$ cat config.mk
export PLATFORM = sky130hd
export DESIGN_NAME = onewire_slave_core
export DESIGN_NICKNAME = d
export VERILOG_FILES = /design/src/rtl/onewire_slave_core.sv
export SDC_FILE = /design/constraint.sdc
export NUM_CORES = 1
export LEC_CHECK = 0
export BUFFER_PORTS_ARGS = -buffer_cell sky130_fd_sc_hd__buf_2
export CAP_MARGIN = 20
export CORE_UTILIZATION = 60
export DETAILED_ROUTE_END_ITERATION = 8
export PLACE_DENSITY = 0.86
export SLEW_MARGIN = 15
export SYNTH_ARGS = -nofsm -noshare
export SYNTH_HDL_FRONTEND = slang
export SYNTH_SLANG_ARGS = --single-unit
$ cat constraint.sdc
create_clock -name clk -period 8.6 [get_ports clk]
set_clock_uncertainty 0.15 [all_clocks]
set_input_delay 0.86 -clock clk [delete_from_list [all_inputs] [get_ports clk]]
set_output_delay 0.86 -clock clk [all_outputs]
set_load 0.03 [all_outputs]
$ cat src/rtl/onewire_slave_core.sv
// 1-Wire slave engine: bus reset/presence, ROM layer (READ, SKIP, MATCH,
// SEARCH) and scratchpad function layer (WRITE/READ SCRATCHPAD).
// All bus timing is derived from TICKS_PER_US.
module onewire_slave_core #(
  parameter int TICKS_PER_US = 10,
  parameter int SPAD_BYTES   = 8
) (
  input  logic                    clk,
  input  logic                    reset,
  input  logic                    en_slave,
  input  logic                    bus,
  output logic                    slave_pull_low,
  input  logic [63:0]             rom_id,
  input  logic [8*SPAD_BYTES-1:0] spad_in,
  output logic [8*SPAD_BYTES-1:0] spad_out,
  output logic                    spad_wr_done,
  output logic                    selected
);

  localparam int RST_MIN   = 480 * TICKS_PER_US;
  localparam int PRES_WAIT = 30 * TICKS_PER_US;
  localparam int PRES_LEN  = 120 * TICKS_PER_US;
  localparam int SAMPLE    = 30 * TICKS_PER_US;
  localparam int TX0_LEN   = 30 * TICKS_PER_US;
  localparam int SPAD_BITS = 8 * SPAD_BYTES;
  localparam int LCW = ($clog2(RST_MIN + 1) > 16) ? $clog2(RST_MIN + 1) : 16;
  localparam int CW  = $clog2(PRES_LEN + 1);

  typedef enum logic [3:0] {
    S_IDLE, S_PRES_WAIT, S_PRES, S_ROM_CMD, S_ROM_TX,
    S_ROM_MATCH, S_SEARCH, S_FN_CMD, S_FN_WR, S_FN_RD
  } state_e;

  logic                 bus_s1_q, bus_s2_q, bus_s3_q;
  logic [LCW-1:0]       low_cnt_q, low_cnt_d;
  state_e               state_q;
  logic [CW-1:0]        cnt_q;
  logic                 slot_act_q;
  logic [8:0]           idx_q;
  logic [1:0]           phase_q;
  logic [6:0]           shift_q;
  logic [SPAD_BITS-1:0] rd_sh_q, spad_q;
  logic                 pull_q, wr_done_q, sel_q;

  logic       fall_w, rise_w, rst_hit, tx_mode, tx_bit, slot_done;
  logic [7:0] rx_byte;

  // Two-flop synchroniser plus one history flop for edge detection; idles high.
  // NOTE: sequential state uses non-blocking (<=) so every flop samples the pre-edge values.
  always_ff @(posedge clk or negedge reset) begin
    if (!reset) begin
      bus_s1_q <= 1'b1;
      bus_s2_q <= 1'b1;
      bus_s3_q <= 1'b1;
    end else begin
      bus_s1_q <= bus;
      bus_s2_q <= bus_s1_q;
      bus_s3_q <= bus_s2_q;
    end
  end

  assign fall_w  = bus_s3_q & ~bus_s2_q;
  assign rise_w  = ~bus_s3_q & bus_s2_q;
  assign rx_byte = {bus_s2_q, shift_q};

  // Saturating low-time counter; cycles spent under our own pull are not counted.
  // NOTE: every always_comb output gets a default first so no latch is inferred.
  always_comb begin
    low_cnt_d = low_cnt_q;
    if (!en_slave || bus_s2_q) begin
      low_cnt_d = '0;
    end else if (!pull_q && (low_cnt_q != {LCW{1'b1}})) begin
      low_cnt_d = low_cnt_q + LCW'(1);
    end
  end

  // Low-time counter register.
  always_ff @(posedge clk or negedge reset) begin
    if (!reset) low_cnt_q <= '0;
    else        low_cnt_q <= low_cnt_d;
  end

  assign rst_hit = rise_w && (low_cnt_q >= LCW'(RST_MIN));

  // Which bit (if any) the current slot transmits.
  always_comb begin
    tx_mode = 1'b0;
    tx_bit  = 1'b1;
    case (state_q)
      S_ROM_TX: begin
        tx_mode = 1'b1;
        tx_bit  = rom_id[idx_q[5:0]];
      end
      S_SEARCH: begin
        tx_mode = (phase_q != 2'd2);
        tx_bit  = phase_q[0] ? ~rom_id[idx_q[5:0]] : rom_id[idx_q[5:0]];
      end
      S_FN_RD: begin
        tx_mode = 1'b1;
        tx_bit  = rd_sh_q[0];
      end
      default: ;
    endcase
  end

  assign slot_done = slot_act_q &&
                     (cnt_q == (tx_mode ? CW'(TX0_LEN - 1) : CW'(SAMPLE - 1)));

  // Protocol FSM: presence, bit slots, ROM and function layers.
  always_ff @(posedge clk or negedge reset) begin
    if (!reset) begin
      state_q    <= S_IDLE;
      cnt_q      <= '0;
      slot_act_q <= 1'b0;
      idx_q      <= '0;
      phase_q    <= '0;
      shift_q    <= '0;
      rd_sh_q    <= '0;
      // NOTE: the scratchpad is reset because its power-up content is visible on spad_out.
      spad_q     <= '0;
      pull_q     <= 1'b0;
      wr_done_q  <= 1'b0;
      sel_q      <= 1'b0;
    end else if (!en_slave) begin
      state_q    <= S_IDLE;
      slot_act_q <= 1'b0;
      pull_q     <= 1'b0;
      wr_done_q  <= 1'b0;
      sel_q      <= 1'b0;
    end else begin
      wr_done_q <= 1'b0;
      if (rst_hit) begin
        state_q    <= S_PRES_WAIT;
        cnt_q      <= '0;
        slot_act_q <= 1'b0;
        idx_q      <= '0;
        phase_q    <= '0;
        pull_q     <= 1'b0;
        sel_q      <= 1'b0;
      end else begin
        case (state_q)
          S_IDLE: ;
          S_PRES_WAIT: begin
            if (cnt_q == CW'(PRES_WAIT - 1)) begin
              state_q <= S_PRES;
              pull_q  <= 1'b1;
              cnt_q   <= '0;
            end else begin
              cnt_q <= cnt_q + CW'(1);
            end
          end
          S_PRES: begin
            if (cnt_q == CW'(PRES_LEN - 1)) begin
              state_q <= S_ROM_CMD;
              pull_q  <= 1'b0;
              cnt_q   <= '0;
              idx_q   <= '0;
            end else begin
              cnt_q <= cnt_q + CW'(1);
            end
          end
          default: begin
            if (fall_w) begin
              // A new fall always (re)starts the slot; an unfinished one is dropped.
              slot_act_q <= 1'b1;
              cnt_q      <= '0;
              pull_q     <= tx_mode & ~tx_bit;
            end else if (slot_done) begin
              slot_act_q <= 1'b0;
              pull_q     <= 1'b0;
              case (state_q)
                S_ROM_CMD: begin
                  shift_q <= rx_byte[7:1];
                  idx_q   <= idx_q + 9'd1;
                  if (idx_q == 9'd7) begin
                    idx_q   <= '0;
                    phase_q <= '0;
                    case (rx_byte)
                      8'h33:   state_q <= S_ROM_TX;
                      8'hCC: begin
                        sel_q   <= 1'b1;
                        state_q <= S_FN_CMD;
                      end
                      8'h55:   state_q <= S_ROM_MATCH;
                      8'hF0:   state_q <= S_SEARCH;
                      default: state_q <= S_IDLE;
                    endcase
                  end
                end
                S_ROM_TX, S_ROM_MATCH: begin
                  idx_q <= idx_q + 9'd1;
                  if (state_q == S_ROM_MATCH && bus_s2_q != rom_id[idx_q[5:0]]) begin
                    state_q <= S_IDLE;
                  end else if (idx_q == 9'd63) begin
                    idx_q   <= '0;
                    sel_q   <= 1'b1;
                    state_q <= S_FN_CMD;
                  end
                end
                S_SEARCH: begin
                  if (phase_q != 2'd2) begin
                    phase_q <= phase_q + 2'd1;
                  end else if (bus_s2_q != rom_id[idx_q[5:0]]) begin
                    state_q <= S_IDLE;
                  end else if (idx_q == 9'd63) begin
                    idx_q   <= '0;
                    sel_q   <= 1'b1;
                    state_q <= S_FN_CMD;
                  end else begin
                    idx_q   <= idx_q + 9'd1;
                    phase_q <= '0;
                  end
                end
                S_FN_CMD: begin
                  shift_q <= rx_byte[7:1];
                  idx_q   <= idx_q + 9'd1;
                  if (idx_q == 9'd7) begin
                    idx_q <= '0;
                    case (rx_byte)
                      8'h4E:   state_q <= S_FN_WR;
                      8'hBE: begin
                        rd_sh_q <= spad_in;
                        state_q <= S_FN_RD;
                      end
                      default: state_q <= S_IDLE;
                    endcase
                  end
                end
                S_FN_WR: begin
                  shift_q <= rx_byte[7:1];
                  idx_q   <= idx_q + 9'd1;
                  if (idx_q[2:0] == 3'd7) begin
                    for (int b = 0; b < SPAD_BYTES; b++) begin
                      if (idx_q[8:3] == 6'(b)) spad_q[b*8 +: 8] <= rx_byte;
                    end
                  end
                  if (idx_q == 9'(SPAD_BITS - 1)) begin
                    wr_done_q <= 1'b1;
                    state_q   <= S_IDLE;
                  end
                end
                S_FN_RD: begin
                  rd_sh_q <= rd_sh_q >> 1;
                  idx_q   <= idx_q + 9'd1;
                  if (idx_q == 9'(SPAD_BITS - 1)) state_q <= S_IDLE;
                end
                default: state_q <= S_IDLE;
              endcase
            end else if (slot_act_q) begin
              cnt_q <= cnt_q + CW'(1);
            end
          end
        endcase
      end
    end
  end

  assign slave_pull_low = pull_q;
  assign spad_out       = spad_q;
  assign spad_wr_done   = wr_done_q;
  assign selected       = sel_q;

endmodule

Word level (Yosys, flattened, before mapping)
Cells that the tools add are included.
Widths: inputs -> output; s select.
{"block": "word_totals", "ff_bits": 184, "input_bits": 132, "out_inout_bits": 67}
{"block": "op_classes", "add_sub_neg": 4, "magnitude_cmp": 2, "eq_ne": 64, "mux": 84, "n_bitwise": 10, "n_reduce_logical": 40}
{"cell": "$mux 64", "count": 2}
{"cell": "$pmux 64 s2", "count": 1}
{"cell": "$reduce_and 8->1", "count": 11}
{"cell": "$mux 9", "count": 9}
{"cell": "$mux 11", "count": 6}
{"cell": "$mux 4", "count": 13}
{"cell": "$ne 4x4->1 const B", "count": 10}
{"cell": "$pmux 9 s4", "count": 1}
{"cell": "$pmux 11 s3", "count": 1}
{"cell": "$mux 16", "count": 2}
{"cell": "$mux 1", "count": 30}
{"cell": "$eq 6x3->1 const B", "count": 4}
{"cell": "$eq 8x8->1 const B", "count": 3}
{"cell": "$pmux 4 s5", "count": 1}
{"cell": "$ne 6x6->1 const B", "count": 3}
{"cell": "$pmux 9 s2", "count": 1}
{"cell": "$reduce_and 9->1", "count": 2}
{"cell": "$add 16x1->16 const B", "count": 1}
{"cell": "$eq 4x3->1 const B", "count": 4}
{"cell": "$eq 8x7->1 const B", "count": 2}
{"cell": "$ge 16x13->1 const B", "count": 1}
{"cell": "$mux 2", "count": 8}
{"cell": "$ne 16x16->1 const B", "count": 1}
{"cell": "$eq 6x2->1 const B", "count": 2}
{"cell": "50 further kinds", "count": 85}

Longest topological paths before layout
Gate-level depths: netlist of the first run.
{"block": "logic_depth", "ltp_word": 11, "depth_mapped": 13}

Worst setup path after synthesis of the first run
No wires, ideal clock.
{"block": "synth_path", "path_type": "input port to flip-flop", "startpoint": "input rom_id[59]", "endpoint": "register state_q[0]", "setup_time_ps": 96, "t_arrival_ps": 2762, "path_slack_ps": 5592, "stages": 8, "path_cell_list": "mux4_2 nor2_1 o41ai_1 or4_4 nand3_2 a31oi_1 a211o_1 a311oi_2"}
{"block": "synth_via", "elab_chain_cells": 11}
{"element": "from (decl)", "line": "13", "source": "input logic [63:0] rom_id,"}
{"element": "$bmux 1 s6 *", "line": "192, 203"}
{"element": "$mux 1 (implied by the code) *", "line": "192, 203"}
{"element": "$ne 1x1->1 *", "line": "192, 203"}
{"element": "$mux 4 or $logic_and 1x1->1 (tied branches)", "line": "203, 192"}
{"element": "$mux 4, on equally long branches", "line": "201, 192"}
{"element": "$pmux 4 s5 *", "line": "171", "source": "case (state_q)"}
{"element": "$mux 4 *", "line": "168", "source": "end else if (slot_done) begin"}
{"element": "$mux 4 *", "line": "163", "source": "if (fall_w) begin"}
{"element": "$pmux 4 s3 *", "line": "141", "source": "case (state_q)"}
{"element": "$mux 4 *", "line": "132", "source": "if (rst_hit) begin"}
{"element": "$mux 4 *", "line": "124", "source": "end else if (!en_slave) begin"}
{"element": "to (signal assigned)", "line": "125", "source": "state_q <= S_IDLE;"}
{"element": "to (signal assigned)", "line": "133", "source": "state_q <= S_PRES_WAIT;"}
{"element": "to (signal assigned)", "line": "145", "source": "state_q <= S_PRES;"}
{"element": "to (decl)", "line": "36", "source": "state_e state_q;"}
Every way passes the cells marked *; elsewhere a longest branch is shown, timed or not. The select of a mux whose other input is x is not followed.
A chain may end at the register's enable or synchronous reset.

Worst setup path in the final report of the first run
{"block": "layout_path", "startpoint": "register idx_q[1]", "endpoint": "register state_q[2]"}
{"block": "layout_via", "elab_chain_cells": 11}
{"element": "from (decl)", "line": "39", "source": "logic [8:0] idx_q;"}
{"element": "from (signal assigned)", "line": "174", "source": "idx_q <= idx_q + 9'd1;"}
{"element": "from (signal assigned)", "line": "191", "source": "idx_q <= idx_q + 9'd1;"}
{"element": "from (signal assigned)", "line": "210", "source": "idx_q <= idx_q + 9'd1;"}
{"element": "$bmux 1 s6", "line": "192, 203"}
{"element": "$mux 1 (implied by the code)", "line": "192, 203"}
{"element": "$ne 1x1->1", "line": "192, 203"}
{"element": "$mux 4 or $logic_and 1x1->1 (tied branches)", "line": "203, 192"}
{"element": "$mux 4, on equally long branches", "line": "201, 192"}
{"element": "$pmux 4 s5", "line": "171"}
{"element": "$mux 4", "line": "168"}
{"element": "$mux 4", "line": "163"}
{"element": "$pmux 4 s3", "line": "141"}
{"element": "$mux 4", "line": "132"}
{"element": "$mux 4", "line": "124"}
Parallel ways exist; a longest one is shown, timed or not. The select of a mux whose other input is x is not followed.

==> flow_summary.rst, run 1 <==
.. list-table::
   :header-rows: 1

   * - Metric
     - Value
   * - Min Tclk post-route
     - 3.69 ns
   * - Layout Nets
     - 1217
   * - Synthesized instance count
     - 911
   * - Number of I/O pins
     - 199
   * - Biggest fanout along the worst timing path
     - 21
   * - P per Cell Area
     - 159 mW/mm^2
   * - Nature of the critical path endpoint
     - flop
   * - Syn_nets
     - 1048
   * - Total overflow reported by the global router
     - 0
   * - Synthesis-stage register bit count
     - 184
   * - Synthesis-to-finish area growth
     - 17.9%
   * - CP arrival
     - 3.85 ns
   * - Worst vdd rail ir drop
     - 0.138 mV
   * - Hold-fix buffers, CTS
     - 0
   * - Total of buffers placed on input and output ports
     - 198
   * - Share of the clock period used by the worst path after layout
     - 42.9%
   * - Wire length of the first global-routing pass
     - 37.8 mm
   * - Average footprint of a synthesized cell
     - 10.5 sq um
   * - CTS tree
     - built
   * - Total die area
     - 0.0164 sq mm
   * - Maximum capacitance violations
     - 0
   * - Type of the worst setup path
     - flop to flop
   * - Setup TNS after final layout
     - 0 ns
   * - Clock latency of the later-clocked register in the worst-skew pair
     - 0.43 ns
   * - Placed wire-length estimate after detailed placement
     - 16.4 mm
   * - Syn. warnings
     - 0
   * - Post-Route Hold Slack
     - 0.213 ns
   * - CTS Buf Count
     - 17
   * - Via count
     - 7676
   * - Core utilization of the finished layout
     - 73.4%
   * - Buffer depth of the longest clock path
     - 2
   * - Slew headroom
     - 29.0%
   * - Worst setup slack for register-to-register paths
     - 4.91 ns
   * - Number of placement rows
     - 45
   * - Final weighted congestion of routability-driven global placement
     - 1.01
   * - Number of gates given a new drive strength after cts
     - 0
   * - Remaining DRCs
     - 0
   * - Antenna violations before repair
     - 1
   * - Fmax
     - 0.271 GHz
   * - Vias in the first global route
     - 7569
   * - Height of the die
     - 128 microns
   * - Top flip-flop cell by instance count after synthesis
     - dfrtp_1
   * - Cell area after synthesis
     - 0.00956 sq mm
   * - Post-synthesis cell type count
     - 74
   * - Async S/R FF share, synth
     - 100%
   * - Critical Path RT
     - 8.76 ns
   * - Detailed-route wire length
     - 23.3 mm
   * - Area of the core
     - 0.0154 sq mm
   * - Starting density of the core
     - 62.2%
   * - Number of synthesized flops with an enable pin
     - 0
   * - Largest net degree at the start of global routing
     - 129
   * - CTS root buffer
     - clkbuf_16
   * - Result of the run
     - complete, no violations
   * - Slew Viols, Final
     - 0
   * - DRT antenna net count
     - 0
   * - Leakage power
     - 5.94 nW
   * - Die width
     - 128 microns
   * - Sinks on Clock Net
     - 184
   * - H-tree Lvls
     - 4
   * - Hold/Removal Path Class
     - input pin to async pin
   * - Fraction of final layout cells sized beyond drive strength 1
     - 27.9%
   * - WL/cell
     - 17.9 microns
   * - Portion of the post-synthesis area used by sequential elements
     - 48.2%
   * - Initial DRC Count
     - 486
   * - RSZ-0062 raised after global routing
     - no
   * - Setup repair bufs after CTS
     - 0
   * - Transition time at the pin with the least slew margin
     - 1.06 ns
   * - Final-report hold violation count
     - 0
   * - Global-route usage over all layers
     - 29.8%
   * - Total Power
     - 1.80 mW
   * - CTS clock-pin slew for the worst setup and hold paths
     - 0.08 ns
   * - Routed vias/inst
     - 5.88
   * - Count of TritonRoute iterations in the first routing pass
     - 5
   * - Kind of start point of the critical path
     - flop
   * - Total setup violations reported at the end of the flow
     - 0
per-layer routing:
layer | GRT usage, % | vias up | wire [microns]
met5 | 0 | - | 0
met3 | 6.22 | 40 | 1330
met2 | 50.2 | 274 | 11900
met4 | 10.7 | 0 | 507
met1 | 38.2 | 3740 | 9550
li1 | - | 3622 | -
through the flow:
step,area (sq um),std cells,worst slack (ns)
floorplan,9560,911,5.59
global placement,10700,1271,5.04
detailed placement,10700,1271,4.97
CTS,11200,1303,4.96
global route,11300,1305,4.75
finish,11300,1305,4.91
state kept, by name, indices dropped and copies added, names as in the netlist, 2 cells and up:
name and count:
spad_out 64, low_cnt_q 16, rd_sh_q 64, phase_q 2
state_q 4, idx_q 9, cnt_q 11, shift_q 7
worst paths after layout:
| path | start | end | cells after the start |
|---|---|---|---|
| worst min-delay path | reset | spad_out[9]$_DFFE_PN0P_ | 1 |
| worst min register to register | bus_s1_q$_DFF_PN1_ | bus_s2_q$_DFF_PN1_ | 0 |
| worst max register to register | idx_q[1]$_DFFE_PN0P_ | state_q[2]$_DFFE_PN0P_ | 9 |
| worst max-delay path | idx_q[1]$_DFFE_PN0P_ | state_q[2]$_DFFE_PN0P_ | 9 |
| max in group asynchronous | reset | cnt_q[1]$_DFFE_PN0P_ | 2 |
| min in group clk | bus_s1_q$_DFF_PN1_ | bus_s2_q$_DFF_PN1_ | 0 |
cell usage after synthesis (3+ instances only):
| master | count | area (sq um) |
|---|---|---|
| nor2_8 | 4 | 80.1 |
| mux2_1 | 46 | 518 |
| a31oi_1 | 9 | 56.3 |
| or2_2 | 7 | 43.8 |
| buf_2 | 10 | 50.1 |
| inv_1 | 11 | 41.3 |
| mux2i_1 | 72 | 721 |
| nand2b_1 | 7 | 43.8 |
| nand2_1 | 123 | 462 |
| nor2b_1 | 6 | 37.5 |
| clkbuf_1 | 41 | 154 |
| nand3b_1 | 3 | 22.5 |
| dfrtp_1 | 181 | 4530 |
| nor3_1 | 6 | 30.0 |
| mux2_2 | 24 | 270 |
| xor2_1 | 12 | 105 |
| o211ai_1 | 3 | 22.5 |
| o21ai_0 | 98 | 490 |
| or3_1 | 5 | 31.3 |
| a21oi_1 | 17 | 85.1 |
| o21ai_1 | 10 | 50.1 |
| o31ai_1 | 10 | 75.1 |
| nor4b_1 | 4 | 35.0 |
| xnor2_1 | 4 | 35.0 |
| o21a_1 | 3 | 22.5 |
| nor2_1 | 54 | 203 |
| o22a_1 | 3 | 26.3 |
| nand4_1 | 10 | 62.6 |
| o41ai_1 | 3 | 26.3 |
| dfstp_2 | 3 | 78.8 |
| ha_1 | 5 | 62.6 |
| a21o_1 | 3 | 22.5 |
| and2_1 | 6 | 37.5 |
| nand3_1 | 30 | 150 |
| mux4_2 | 14 | 315 |
| and3_1 | 14 | 87.6 |
| a211o_1 | 3 | 26.3 |
layout make-up:
type                            instances  area, sq um
Antenna cell                            1         2.50
Tap cell                              211          264
Timing Repair Buffer                  204         1060
Multi-Input combinational cell        662         4710
Inverter                               11         41.3
Fill cell                            1072         4090
Clock inverter                         14          165
Clock buffer                           18          429
Sequential cell                       184         4610
critical path: stages, from the launching register on:
cell       delay [ns]
dfrtp_1          0.80
ha_1             0.32
and3_1           0.25
nand4_1          0.34
a211o_1          0.36
a2111oi_0        0.49
o22a_1           0.35
mux2_2           0.36
o21ai_1          0.07
a21oi_1          0.07
cell usage in the layout, fill, tap and decap left out, types with 4 or more instances in the layout:
cell type / instances
a21oi_1: 17
a31oi_1: 9
and2_1: 6
and3_1: 14
buf_2: 197
buf_4: 5
clkbuf_16: 17
clkinv_8: 6
dfrtp_1: 181
ha_1: 5
inv_1: 11
mux2_1: 46
mux2_2: 24
mux2i_1: 72
mux4_2: 14
nand2_1: 122
nand2b_1: 7
nand3_1: 29
nand4_1: 10
nor2_1: 54
nor2_8: 4
nor2b_1: 6
nor3_1: 6
nor4b_1: 4
o21ai_0: 98
o21ai_1: 10
o31ai_1: 10
or2_2: 7
or3_1: 5
xnor2_1: 4
xor2_1: 12
cell families after synthesis:
logic type               synth area share [%]
AO/OA/AOI/OAI                            12.0
XOR/XNOR                                 1.47
adder cells (fa/ha/maj)                 0.654
buffers and inverters                    2.81
flip-flops                               48.2
multiplexers                             19.1
AND/OR/NAND/NOR                          15.8
report_power, final:
group,internal [mW],switching (mW)
clock network,0.389,0.375
logic,0.0603,0.0778
registers,0.876,0.0195
total,1.33,0.472
Power figures use the tool's default switching activity.
==> inputs of run 2 (changes only) <==
--- a/config.mk
+++ b/config.mk
@@ -7,9 +7,9 @@
 export LEC_CHECK = 0
 export BUFFER_PORTS_ARGS = -buffer_cell sky130_fd_sc_hd__buf_2
 export CAP_MARGIN = 20
-export CORE_UTILIZATION = 60
+export CORE_UTILIZATION = 50
 export DETAILED_ROUTE_END_ITERATION = 8
-export PLACE_DENSITY = 0.86
+export PLACE_DENSITY = 0.77
 export SLEW_MARGIN = 15
 export SYNTH_ARGS = -nofsm -noshare
 export SYNTH_HDL_FRONTEND = slang
==> constraint.sdc (replaced) <==
create_clock -name clk -period 3.36 [get_ports clk]
set_clock_uncertainty 0.15 [all_clocks]
set_input_delay 0.336 -clock clk [delete_from_list [all_inputs] [get_ports clk]]
set_output_delay 0.336 -clock clk [all_outputs]
set_load 0.03 [all_outputs]
==> flow_summary.rst, run 2 (synthesis results as in run 1) <==
.. list-table::
   :header-rows: 1

   * - Metric
     - Value
   * - Result of the run
     - complete, no violations
   * - Internal power component
     - 3.43 mW (+160%)
   * - Antenna violations before repair
     - 6 (+5)
   * - Area of all placed cells without fillers
     - 0.0115 sq mm (+2.4%)
   * - Area after DPL
     - 0.0109 sq mm (+2.1%)
   * - RSZ-0062 raised after global routing
     - yes
   * - Pre-CTS WS
     - 0.0636 ns (-4.91 ns)
   * - Total setup violations reported at the end of the flow
     - 0 (unchanged)
   * - Final weighted congestion of routability-driven global placement
     - 0.909 (-10%)
   * - Remaining DRCs
     - 0 (unchanged)
   * - Worst vdd rail ir drop
     - 0.313 mV (+130%)
   * - Power share of the clock group
     - 42.6% (about the same)
   * - Leakage power
     - 6.07 nW (+2.2%)
   * - Via count
     - 7803 (+1.7%)
   * - Sinks on Clock Net
     - 184 (unchanged)
   * - Combinational group share of total power
     - 8.4% (+0.7 points)
   * - Die width
     - 140 microns (+9.4%)
   * - CTS clock-pin slew for the worst setup and hold paths
     - 0.07 ns (about the same)
   * - Critical Path RT
     - 3.55 ns (-5.21 ns)
   * - Total of buffers placed on input and output ports
     - 198 (unchanged)
   * - Final WS setup
     - 0.139 ns (-4.77 ns)
   * - Nature of the critical path endpoint
     - flop
   * - Area of the core
     - 0.0187 sq mm (+22%)
   * - Routed vias/inst
     - 5.76 (-2.0%)
   * - Slew Viols, Final
     - 0 (unchanged)
   * - Final-report hold violation count
     - 0 (unchanged)
   * - Detailed-route wire length
     - 24.8 mm (+6.6%)
   * - Synthesis-to-finish area growth
     - 20.8%
   * - Total overflow reported by the global router
     - 0 (unchanged)
   * - Clock latency of the later-clocked register in the worst-skew pair
     - 0.43 ns (about the same)
   * - Hold/Removal Path Class
     - input pin to flop
   * - Global-route usage over all layers
     - 26.3% (-3.5 points)
   * - Height of the die
     - 140 microns (+9.4%)
   * - Fmax
     - 0.310 GHz (+14%)
   * - WL/cell
     - 18.3 microns (+2.7%)
   * - Number of placement rows
     - 50 (+11%)
   * - Fraction of final layout cells sized beyond drive strength 1
     - 29.4% (+1.5 points)
   * - DRT antenna net count
     - 0 (unchanged)
   * - Setup repair bufs after CTS
     - 0 (unchanged)
   * - Vias in the first global route
     - 7731 (+2.1%)
   * - CTS tree
     - built
   * - CTS root buffer
     - clkbuf_16
   * - Layout Nets
     - 1240 (+1.9%)
   * - Initial DRC Count
     - 615 (+27%)
   * - CP arrival
     - 3.41 ns (-0.44 ns)
   * - Slew headroom
     - 54.8% (+26 points)
   * - Kind of start point of the critical path
     - flop
   * - Final-layout fill cell count
     - 1498 (+40%)
   * - Maximum capacitance violations
     - 0 (unchanged)
   * - Starting density of the core
     - 51.1% (-11 points)
   * - Total die area
     - 0.0197 sq mm (+20%)
   * - Type of the worst setup path
     - flop to flop
   * - Number of I/O pins
     - 199 (unchanged)
   * - Commonest non-fill, non-tap cells in the layout
     - buf_2 (197), dfrtp_1 (181), nand2_1 (122)
   * - Min Tclk post-route
     - 3.22 ns (-0.467 ns)
   * - Commonest non-fill, non-tap cell in the layout
     - buf_2
   * - Largest net degree at the start of global routing
     - 100 (-22%)
   * - Wire length of the first global-routing pass
     - 40.4 mm (+6.8%)
   * - Buffer depth of the longest clock path
     - 2 (unchanged)
   * - P per Cell Area
     - 403 mW/mm^2 (+150%)
   * - Biggest fanout along the worst timing path
     - 5 (-76%)
   * - Part of the power in registers
     - 49.0% (-0.8 points)
   * - Transition time at the pin with the least slew margin
     - 0.669 ns (-0.395 ns)
   * - Net Sw Frac
     - 26.3% (+0.086 points)
   * - Count of TritonRoute iterations in the first routing pass
     - 5 (unchanged)
   * - CTS Buf Count
     - 17 (unchanged)
   * - Worst setup slack for register-to-register paths
     - 0.14 ns (-4.77 ns)
   * - Placed wire-length estimate after detailed placement
     - 18.2 mm (+11%)
   * - Switching power summed over all nets
     - 1.23 mW (+160%)
   * - Share of the clock period used by the worst path after layout
     - 95.9% (+53 points)
   * - Setup TNS after final layout
     - 0 ns (unchanged)
   * - H-tree Lvls
     - 4 (unchanged)
run 2: changes by cell type in the layout (fill, tap and decap cells not counted), moves of 2 or more:
cell           change
dlygate4sd3_1      +3
nor4_2             -2
buf_4             +18
nor4_4             +2
diode_2            +3
buf_12             +3
clkinv_8           -4
inv_8              +4
run 2: critical path: stages, from the launching register on:
cell,delay (ns)
dfrtp_1,0.43
or3_4,0.43
a2111oi_4,0.34
nor2_1,0.17
buf_4,0.18
a2111oi_2,0.46
nand4_1,0.30
a21boi_1,0.38
nand2_1,0.13
o21ai_0,0.16
run 2: final cells by class:
| class | instances | area [sq um] | share of cell area [%] |
|---|---|---|---|
| tap | 234 | 293 | 2.54 |
| timing repair buffer | 227 | 1260 | 10.9 |
| clock inverter | 14 | 146 | 1.27 |
| antenna | 4 | 10.0 | 0.0867 |
| sequential | 184 | 4610 | 39.9 |
| inverter | 11 | 41.3 | 0.358 |
| multi-input combinational | 662 | 4750 | 41.1 |
| clock buffer | 18 | 439 | 3.80 |
run 2: repair_timing:
item	in CTS	in global routing
gates resized for setup	0	6
hold endpoints to repair	64	0
hold buffers	3	0
setup endpoints to repair	0	95
run 2: per-stage QoR:
| stage | cells | utilization [%] | power (mW) | hold slack, ns |
|---|---|---|---|---|
| detailed placement | 1315 | 58.2 | 2.71 | 0.197 |
| global placement | 1315 | 58.2 | 2.70 | 0.197 |
| finish | 1354 | 61.7 | 4.66 | 0.0411 |
| CTS | 1350 | 61.4 | 4.69 | 0.0354 |
| global route | 1354 | 61.7 | 4.83 | 0.0359 |
| floorplan | 911 | - | 2.51 | -0.110 |
run 2: power by group through the flow:
stage                     Clock (mW)  Combinational, mW  Sequential [mW]
after CTS                       2.02              0.391             2.28
after floorplan                    0              0.199             2.31
final                           1.99              0.390             2.28
after detailed placement           0              0.383             2.32
after global placement             0              0.376             2.32
after global routing            2.11              0.440             2.29
run 2: per-layer routing:
metal	global-route usage (%)	vias up	part of all wire (%)
li1	-	3675	-
met4	7.63	4	1.9
met3	7.11	32	7.3
met2	42.5	285	49
met5	0	-	0.081
met1	34.8	3807	42
run 2: final timing paths:
path / from / endpoint / depth (start not counted)
max in group asynchronous: reset / rd_sh_q[6]$_DFFE_PN0P_ / 3
hold reg to reg: bus_s1_q$_DFF_PN1_ / bus_s2_q$_DFF_PN1_ / 0
setup reg to reg: low_cnt_q[13]$_DFFE_PN0P_ / idx_q[2]$_DFFE_PN0P_ / 9
hold / removal: spad_in[49] / rd_sh_q[49]$_DFFE_PN0P_ / 3
min in group asynchronous: reset / spad_out[6]$_DFFE_PN0P_ / 2
setup / recovery: low_cnt_q[13]$_DFFE_PN0P_ / idx_q[2]$_DFFE_PN0P_ / 9
